$ cat src/rtl/nibble_burst_framer.sv
`timescale 1ns/1ps
// Purpose: collects MSB-first serial bits into a nibble buffer and replays each frame as a gap-free valid burst.
// Latency: first valid is one cycle after HOLD sees busy low; bursts are followed by two GAP cycles.
// Backpressure: sin_ready drops from frame close until the post-burst gap ends; busy only stalls HOLD.
module nibble_burst_framer #(
    parameter int MAX_NIB = 8
) (
    input  logic       clock,
    input  logic       reset,
    input  logic       sin_valid,
    input  logic       sin_bit,
    input  logic       sin_last,
    output logic       sin_ready,
    input  logic       busy,
    output logic       valid,
    output logic [3:0] num,
    output logic       err,
    output logic [7:0] frames_sent
);

    localparam logic [3:0] MAX_CNT = 4'(MAX_NIB);

    typedef enum logic [2:0] {
        IDLE,
        COLLECT,
        HOLD,
        EMIT,
        GAP,
        DROP
    } state_t;

    state_t     state, state_nxt;
    logic [3:0] nib_cnt, nib_cnt_nxt;
    logic [1:0] bit_cnt, bit_cnt_nxt;
    logic [3:0] asm_q, asm_nxt;
    logic [3:0] emit_idx, emit_idx_nxt;
    logic       gap_cnt, gap_cnt_nxt;
    logic       valid_nxt;
    logic [3:0] num_nxt;
    logic       err_nxt;
    logic [7:0] frames_nxt;

    // Buffer is sized for the widest legal frame so the 4-bit count indexes it directly.
    logic [3:0] buf_q [16];
    logic       wr_en;
    logic       accept;
    logic       nib_end;
    logic [3:0] nib_val;

    // The assembler is kept left-justified, so a partial nibble at frame close needs no realignment.
    assign sin_ready = (state == IDLE) || (state == COLLECT) || (state == DROP);
    assign accept    = sin_valid && sin_ready;
    assign nib_val   = asm_q | ({sin_bit, 3'b000} >> bit_cnt);
    assign nib_end   = (bit_cnt == 2'd3) || sin_last;

    // Next-state and next-output decode; every registered value defaults to holding or idling.
    always_comb begin
        state_nxt    = state;
        nib_cnt_nxt  = nib_cnt;
        bit_cnt_nxt  = bit_cnt;
        asm_nxt      = asm_q;
        emit_idx_nxt = emit_idx;
        gap_cnt_nxt  = gap_cnt;
        valid_nxt    = 1'b0;
        num_nxt      = 4'h0;
        err_nxt      = 1'b0;
        frames_nxt   = frames_sent;
        wr_en        = 1'b0;
        case (state)
            IDLE, COLLECT: begin
                if (accept) begin
                    asm_nxt     = nib_val;
                    bit_cnt_nxt = bit_cnt + 2'd1;
                    state_nxt   = COLLECT;
                    if (nib_end) begin
                        asm_nxt     = 4'h0;
                        bit_cnt_nxt = 2'd0;
                        if (nib_cnt == MAX_CNT) begin
                            // One nibble too many: throw the frame away and swallow the rest of it.
                            err_nxt     = 1'b1;
                            nib_cnt_nxt = 4'd0;
                            state_nxt   = sin_last ? IDLE : DROP;
                        end else begin
                            wr_en       = 1'b1;
                            nib_cnt_nxt = nib_cnt + 4'd1;
                            state_nxt   = sin_last ? HOLD : COLLECT;
                        end
                    end
                end
            end
            DROP: begin
                if (accept && sin_last) begin
                    state_nxt = IDLE;
                end
            end
            HOLD: begin
                if (!busy) begin
                    state_nxt    = EMIT;
                    valid_nxt    = 1'b1;
                    num_nxt      = buf_q[0];
                    emit_idx_nxt = 4'd1;
                end
            end
            EMIT: begin
                if (emit_idx == nib_cnt) begin
                    state_nxt    = GAP;
                    frames_nxt   = frames_sent + 8'd1;
                    nib_cnt_nxt  = 4'd0;
                    emit_idx_nxt = 4'd0;
                    gap_cnt_nxt  = 1'b0;
                end else begin
                    valid_nxt    = 1'b1;
                    num_nxt      = buf_q[emit_idx];
                    emit_idx_nxt = emit_idx + 4'd1;
                end
            end
            GAP: begin
                gap_cnt_nxt = 1'b1;
                if (gap_cnt) begin
                    state_nxt = IDLE;
                end
            end
            default: state_nxt = IDLE;
        endcase
    end

    // State and registered outputs; reset wins over every other input.
    always_ff @(posedge clock) begin
        if (reset) begin
            state       <= IDLE;
            nib_cnt     <= 4'd0;
            bit_cnt     <= 2'd0;
            asm_q       <= 4'h0;
            emit_idx    <= 4'd0;
            gap_cnt     <= 1'b0;
            valid       <= 1'b0;
            num         <= 4'h0;
            err         <= 1'b0;
            frames_sent <= 8'h00;
        end else begin
            state       <= state_nxt;
            nib_cnt     <= nib_cnt_nxt;
            bit_cnt     <= bit_cnt_nxt;
            asm_q       <= asm_nxt;
            emit_idx    <= emit_idx_nxt;
            gap_cnt     <= gap_cnt_nxt;
            valid       <= valid_nxt;
            num         <= num_nxt;
            err         <= err_nxt;
            frames_sent <= frames_nxt;
        end
    end

    // Nibble storage; contents are only meaningful below nib_cnt, so no reset is needed.
    always_ff @(posedge clock) begin
        if (!reset && wr_en) begin
            buf_q[nib_cnt] <= nib_val;
        end
    end

endmodule
$ cat config.mk
export PLATFORM = sky130hd
export DESIGN_NAME = nibble_burst_framer
export DESIGN_NICKNAME = d
export VERILOG_FILES = /design/src/rtl/nibble_burst_framer.sv
export SDC_FILE = /design/constraint.sdc
export NUM_CORES = 1
export LEC_CHECK = 0
export CORE_MARGIN = 3
export CORE_UTILIZATION = 60
export DETAILED_ROUTE_END_ITERATION = 16
export GPL_TIMING_DRIVEN = 0
export PLACE_DENSITY = 0.79
export SLEW_MARGIN = 15
export SYNTH_ARGS = -nofsm -noshare
export SYNTH_HDL_FRONTEND = slang
export SYNTH_SLANG_ARGS = --single-unit
$ cat constraint.sdc
create_clock -name clock -period 6.7 [get_ports clock]
set_input_delay 0.67 -clock clock [delete_from_list [all_inputs] [get_ports clock]]
set_output_delay 0.67 -clock clock [all_outputs]
set_load 0.005 [all_outputs]
## Word level (Yosys, flattened, before mapping)

Memory sizes are Yosys's and may differ from the RTL's. A register that Yosys moved wholly into a read port is not among the register bits.
Cells that the tools add are included.

| operators by class | value |
|---|---|
| add/sub/neg operators | 4 |
| multipliers | 0 |
| div/mod/pow operators | 0 |
| order comparisons | 0 |
| equality and inequality tests | 14 |
| shift operators | 1 |
| muxes and demuxes | 37 |
| bitwise logic cells | 4 |
| reduce and logical (&&, ||, !) cells | 19 |

Operators with widths:

| kind | number |
|---|---|
| 4-bit 2-to-1 mux | 11 |
| 3-bit 2-to-1 mux | 8 |
| 4-bit one-hot mux with 2 select lines | 3 |
| 3-bit one-hot mux with 5 select lines | 1 |
| 1-bit 2-to-1 mux | 10 |
| 2-bit inequality test, second input constant | 5 |
| 4-bit by 1-bit adder with 4-bit output, second input constant | 2 |
| 8-bit by 1-bit adder with 8-bit output, second input constant | 1 |
| 2-bit AND reduction | 4 |
| 3-bit by 2-bit equality test with 1-bit output, second input constant | 2 |
| 3-bit equality test, second input constant | 2 |
| 2-bit nonzero test | 3 |
| 5-bit AND reduction | 1 |
| 4-bit equality test | 1 |
| 4-bit equality test, second input constant | 1 |
| 2-bit 2-to-1 mux | 2 |
| 4-bit OR | 1 |
| 1-bit one-hot mux with 2 select lines | 2 |
| 4-bit AND reduction | 1 |
| 4-bit OR reduction | 1 |
| 4-bit by 2-bit >> shifter with 4-bit output | 1 |
| 3-bit by 1-bit equality test with 1-bit output, second input constant | 1 |
| 1-bit logical AND | 3 |
| 3-bit zero test | 1 |
| 7 further kinds | 11 |

| storage, ports and cells | value |
|---|---|
| bits in registers | 32 |
| latch bits | 0 |
| bits in writable memories | 64 |
| bits in read-only memories | 0 |
| bits of input ports | 6 |
| output and inout bits | 15 |
| memories | 1 |

Memory list:

| name | depth | bits a word | read ports | clocked after memory_dff | write ports | RTL line | text |
|---|---|---|---|---|---|---|---|
| buf_q | 16 | 4 | 2 | 1 | 1 | 44 | `logic [3:0] buf_q [16];` |

## Longest topological paths before layout

Gate-level depths: netlist (run 1).

| depth | value |
|---|---|
| word-level depth | 9 |
| mapped depth | 6 |
| gate-level depth less buffers | 6 |

## Worst setup path after synthesis (run 1)

Ideal clock, no wire load.

| timing path | value |
|---|---|
| path type | input to register |
| start point | in sin_valid |
| end point | mem buf_q[1][0] (enable) |
| data arrival time | 2.133 ns |
| required time | 6.339 ns |
| slack | 4.205 ns |
| cell stages on the path | 5 |
| path through | or3b_2 > clkbuf_1 > nor4_1 > nand2_1 > nor3_1 |

| on the way | value |
|---|---|
| cells in the longest elaborated chain, start to end | 6 |

Ends and longest elaborated chain:

| element | RTL line | text |
|---|---|---|
| start, declared | 10 | `input logic sin_valid,` |
| 1-bit logical AND | 52 | `assign accept = sin_valid && sin_ready;` |
| 1-bit 2-to-1 mux | 71 | `if (accept) begin` |
| 1-bit 2-to-1 mux | 69 | `case (state)` |
| 1-bit logical AND | 156 | `if (!reset && wr_en) begin` |
| 1-bit 2-to-1 mux | 156 |  |
| 1-bit 2-to-1 mux (not written as such) | 157 | `buf_q[nib_cnt] <= nib_val;` |
| end, declared | 44 |  |

Every way passes these cells.

## Worst setup path in the final report (run 1)

| timing path | value |
|---|---|
| start point | in sin_valid |
| end point | mem buf_q[2][0] (enable) |

Same word-level chain as after synthesis.

==> results of run 1 <==
==> cell families after synthesis <==
family,share of synthesized area
compound gates,0.08140
xor+xnor,0.01234
fa+ha+maj,0.02057
buf+inv,0.02645
flops,0.6206
mux,0.1128
other cells,0.0008807
simple gates,0.1249
==> flip-flops by register name, indices dropped and copies added (netlist names), named ones only <==
| name | flops |
|---|---|
| num | 4 |
| frames_sent | 8 |
| state | 3 |
| emit_idx | 4 |
| err | 1 |
| nib_cnt | 4 |
| asm_q | 4 |
| valid | 1 |
| buf_q | 64 |
| bit_cnt | 2 |
| gap_cnt | 1 |
==> metal layers <==
layer	track usage	vias to the layer above	wire (um)
met3	0.06695	12	517
met2	0.3410	110	3959
met4	0.06250	0	131
met1	0.2994	1326	3624
li1	-	1276	-
met5	0	-	0
==> stage by stage <==
stage	worst slack, ns	cells
2_1_floorplan	4.205	316
3_3_place_gp	3.250	432
3_5_place_dp	3.181	432
4_1_cts	3.578	448
5_1_grt	3.426	448
6_report	3.582	448
==> critical path, cell delays in order <==
cell and delay [ns]:
clkdlybuf4s50_1 0.54, or3b_2 0.45, clkbuf_1 0.17, nor4_1 0.50, nand2_1 0.20, nor3_1 0.60
==> placed cells by master, fill, tap and decap left out, types with 6 or more instances in the layout <==
cell type,instances
inv_1,8
clkbuf_1,11
nand3_1,9
clkdlybuf4s50_1,20
nor2_1,28
edfxtp_1,64
nor3_1,10
nor4_1,6
clkbuf_8,9
a21oi_1,15
dfxtp_1,36
ha_1,7
nand2_1,16
mux4_2,18
o21ai_0,7
or3_1,6
==> cell type report <==
cell class / instances / share of cell area
buffer: 16 / 0.01729
clock buffer: 9 / 0.02593
clock inverter: 7 / 0.01257
inverter: 8 / 0.006286
multi-input combinational: 192 / 0.3177
sequential: 100 / 0.5532
tap: 96 / 0.02514
timing repair buffer: 20 / 0.04191
==> how the worst max path moves through the flow <==
stage               from           to  slack [ns]  cells past startpoint
2_1_floorplan  sin_valid  buf_q[1][0]        4.21                      5
4_1_cts        sin_valid  buf_q[2][0]        3.58                      6
3_5_place_dp   sin_valid  buf_q[2][0]        3.18                      6
3_3_place_gp   sin_valid  buf_q[2][0]        3.25                      6
5_1_grt        sin_valid  buf_q[2][0]        3.43                      6
6_report       sin_valid  buf_q[2][0]        3.58                      6
==> power groups by stage <==
stage          combinational (mW)  clock, mW  sequential (mW)
2_1_floorplan              0.0581          0            0.685
3_3_place_gp               0.0828          0            0.686
3_5_place_dp               0.0854          0            0.687
4_1_cts                    0.0859      0.368            0.673
5_1_grt                    0.0973      0.392            0.674
6_report                   0.0869      0.364            0.673
==> results.ini, run 1 <==
[clock_tree]
htree_levels = 3
cts_resized = 0
worstSkewPairLatency_ns = 0.38
cts_root_buf = clkbuf_8
cts_tree = done
path_clk_slew_ns = 0.09
post_cts_buffers = 0
clock_sink_count = 100
cts.path.max_buffers = 2
ctsHoldBuffers = 0
cts_made_buffers = 9

[sta]
max-slew-margin-rel = 0.3545
hold_viol = 0
setup_viol_count_final = 0
fin_setup_tns_ns = 0
holdWs_ns = 0.4784
clock.fmax_mhz = 320.8
final_max_slew_viol_count = 0
period_needed_ns = 3.118
period_share = 0.4653
rsz0062_at_grt = false
fin_worst_skew_ns = 0.009716
tightestPinTransition_ns = 0.9557

[power_and_ir_drop]
power_density_mw_per_mm2 = 235.3
p_sw_frac = 0.2547
clockPowerShare = 0.324
peakVddDrop_mv = 0.1609
power_frac_seq = 0.599
power_mw = 1.124
leakage_nw = 1.547
switchingPower_uw = 286.2
p_int_uw = 837.7
comb_power_share = 0.077

[status]
status = complete, no violations

[route]
via_per_inst = 6.080
drtPass1Iterations = 5
ant_nets = 0
drc = 0
drt_wl_total_um = 8232
drt_iter0_drc = 174
num_vias = 2724
wl_per_cell_um = 18.38

[grt]
grt_pass1_vias = 2635
grt_max_degree = 19
grt_pass1_wl_um = 13610
gr-total-overflow = 0
globalRouteTotalUtil = 0.2185
grt_antenna_before_repair = 0

[setup_path]
rr_endpoint = buf_q[2][0]
start_kind = input port
crit_path_max_fanout = 6
worst_ep_required_time_ns = 6.71
critPathCaptureType = register
path_class = input port to register
arrival_ns = 3.13
r2r_cells = 6
r2r_start = state[2]
r2r_slack_ns = 3.93

[die]
die_h_um = 90.24
fp.coreArea_mm2 = 0.006832
ioPinCount = 21
fp.dieW_um = 90.24
rows = 30
start_util = 0.6233
die-area_mm2 = 0.008143

[job]
max_cap_viol_count = 0

[min_path]
min_to = asm_q[3]
hold_depth = 2
worstHoldStart = asm_q[3]
hp-class = register to register

[synth]
synth_top_area_share = 0.4514
yosysTopAreaCell = edfxtp_1
yosysWarningCount = 0
synth.area.top_cells = edfxtp_1, dfxtp_1, mux4_2
synth_flop_cell = edfxtp_1
synth_edf_count = 64
synth.most_common_cell = edfxtp_1
synth.distinct_cells = 52
netlist_area_mm2 = 0.004258
synthArstFlopShare = 0
syn_avg_cell_area_um2 = 13.60
ys_seq_elements = 100
netlist_instances = 313
synth_commonest_cells = edfxtp_1, dfxtp_1, nor2_1
ys_seq_area_frac = 0.6206

[layout]
postLayoutCellArea_mm2 = 0.004777
nNetsFinal = 360
num-fill-cells = 493
drive_gt1_frac = 0.1364
regArea_mm2 = 0.002643
areaGrowthSynthToFinish_pct = 12.20
antenna_cells = 0
multi_input_area_mm2 = 0.001518
final_util = 0.6993

[placed_design]
place_area_mm2 = 0.004589
port_buffers = 20
dp_hpwl_um = 5897
gp_congestion = 0.8789

No activity file was read; power rests on OpenSTA's default activity.
==> inputs of run 2 (changes only) <==
CORE_UTILIZATION = 59   (was 60)
PLACE_DENSITY = 0.78   (was 0.79)
clock period = 3.1 ns   (was 6.7 ns; I/O delays follow)
==> results.ini, run 2 (same netlist as run 1, synthesis figures left out) <==
[status]
status = complete, no violations

[setup_path]
arrival_ns = 2.71  ; -0.42 ns
crit_path_max_fanout = 6  ; unchanged
critPathCaptureType = register
crit_chain = clkdlybuf4s50_1 > or3b_2 > clkbuf_1 > nor4_1 > nand2_1 > nor3_1
worst_ep_required_time_ns = 3.09  ; -3.62 ns
max_stage_delay_ns = 0.57  ; -0.03 ns
slowest_stage = nor3_1
start_kind = input port
path_class = input port to register

[clock_tree]
cts_made_buffers = 9  ; unchanged
ctsHoldBuffers = 0  ; unchanged
post_cts_buffers = 0  ; unchanged
clock_sink_count = 100  ; unchanged
htree_levels = 3  ; unchanged
worstSkewPairLatency_ns = 0.36  ; -0.02 ns
path_clk_slew_ns = 0.10  ; about the same
cts_resized = 0  ; unchanged
cts.path.max_buffers = 2  ; unchanged
cts_tree = done
cts_root_buf = clkbuf_8

[power_and_ir_drop]
peakVddDrop_mv = 0.3819  ; +140%
power_density_mw_per_mm2 = 501.3  ; +110%
power_mw = 2.388  ; +110%
power_frac_seq = 0.609  ; +0.010
clockPowerShare = 0.313  ; -0.011
p_sw_frac = 0.2451  ; -0.009611
switchingPower_uw = 585.2  ; +100%
p_int_mw = 1.803  ; +120%
leakage_nw = 1.542  ; -0.33%
comb_power_share = 0.079  ; +0.002

[route]
wl_met1_um = 3745  ; +3.3%
drt_wl_total_um = 7955  ; -3.4%
ant_nets = 0  ; unchanged
drtPass1Iterations = 4  ; -1
via_per_inst = 5.917  ; -2.7%
num_vias = 2651  ; -2.7%
highest_layer = met4
drt_iter0_drc = 183  ; +5.2%
drc = 0  ; unchanged
wl_per_cell_um = 17.76  ; -3.4%
wl_met3_um = 330  ; -36%
route.met2.wl_um = 3740  ; -5.5%

[grt]
grt_max_degree = 18  ; -1
grt_pass1_vias = 2644  ; +0.34%
grt_antenna_before_repair = 0  ; unchanged
grt_pass1_wl_um = 13390  ; -1.6%
globalRouteTotalUtil = 0.2087  ; -0.009739
gr-total-overflow = 0  ; unchanged

[die]
die-area_mm2 = 0.008272  ; +1.6%
ioPinCount = 21  ; unchanged
start_util = 0.6165  ; -0.006775
fp.coreArea_mm2 = 0.006907  ; +1.1%
fp.dieW_um = 90.95  ; +0.79%
die_h_um = 90.95  ; +0.79%
rows = 30  ; unchanged

[placed_design]
dp_hpwl_um = 5665  ; -3.9%
port_buffers = 20  ; unchanged
post-place-ws_ns = -0.03439  ; -3.215 ns
dp_cells = 432  ; unchanged
gp_congestion = 0.8905  ; +1.3%
place_area_mm2 = 0.004589  ; unchanged

[job]
max_cap_viol_count = 0  ; unchanged

[sta]
tightestPinTransition_ns = 1.081  ; +0.1255 ns
holdWs_ns = 0.4872  ; +0.008780 ns
final_max_slew_viol_count = 0  ; unchanged
fin_worst_skew_ns = 0.009886  ; +0.0001695 ns
period_needed_ns = 2.723
setup_slack_ns = 0.3766  ; -3.206 ns
clock.fmax_mhz = 367.2
max-slew-margin-rel = 0.2777  ; -0.07676
period_share = 0.8785
fin_setup_tns_ns = 0  ; unchanged
rsz0062_at_grt = false
hold_viol = 0  ; unchanged
setup_viol_count_final = 0  ; unchanged

[layout]
regArea_mm2 = 0.002643  ; unchanged
postLayoutCellArea_mm2 = 0.004763  ; -0.29%
num-fill-cells = 525  ; +6.5%
final_util = 0.6897  ; -0.009593
multi_input_area_mm2 = 0.001514  ; -0.25%
largest_reg_flops = 64  ; unchanged
antenna_cells = 0  ; unchanged
drive_gt1_frac = 0.1278  ; -0.008523
nNetsFinal = 360  ; unchanged
largest_registers = buf_q: 64 flops, frames_sent: 8 flops
final_cell_mix = edfxtp_1, dfxtp_1, nor2_1, clkdlybuf4s50_1, mux4_2
finalNonFillerCells = 448  ; unchanged
regMostFlops = buf_q
areaGrowthSynthToFinish_pct = 11.87
final_common_cell = edfxtp_1

[min_path]
hp-class = register to register

run 2: cell count changes in the layout (fill, tap and decap cells not counted):
cell / delta
o21bai_2: -1
clkinv_1: +2
o21bai_1: +1
inv_8: -1
clkinvlp_4: -2
inv_6: +1
run 2: cell type report:
| class | instances | area share |
|---|---|---|
| multi-input cells | 192 | 0.3178 |
| flip-flops and latches | 100 | 0.5548 |
| clock inverters | 7 | 0.01051 |
| clock buffers | 9 | 0.02600 |
| plain buffers | 16 | 0.01734 |
| well taps | 96 | 0.02522 |
| repair buffers | 20 | 0.04203 |
| inverters | 8 | 0.006304 |
run 2: routing by layer:
metal / vias to the layer above / global-route usage
met5: - / 0
met4: 0 / 0.07663
met3: 14 / 0.03728
met2: 63 / 0.3170
met1: 1298 / 0.3046
li1: 1276 / -
run 2: critical path: cells and delay by family:
| kind | cells | cell delay (ns) |
|---|---|---|
| buffers and inverters | 2 | 0.71 |
| and+or+nand+nor | 4 | 1.69 |
run 2: power by group through the flow:
stage / Combinational [mW] / Sequential (mW) / Clock (mW)
2_1_floorplan: 0.126 / 1.48 / 0
3_3_place_gp: 0.181 / 1.48 / 0
3_5_place_dp: 0.185 / 1.48 / 0
4_1_cts: 0.187 / 1.45 / 0.760
5_1_grt: 0.210 / 1.46 / 0.822
6_report: 0.188 / 1.45 / 0.746
run 2: path summary, 6_finish.rpt:
| check | slack [ns] | start | end | cells after the start |
|---|---|---|---|---|
| worst min-delay path | 0.49 | asm_q[1] | asm_q[1] | 2 |
| worst min register to register | 0.49 | asm_q[1] | asm_q[1] | 2 |
| worst max-delay path | 0.38 | sin_valid | buf_q[3][0] | 6 |
| worst max register to register | 0.39 | state[2] | buf_q[3][0] | 6 |
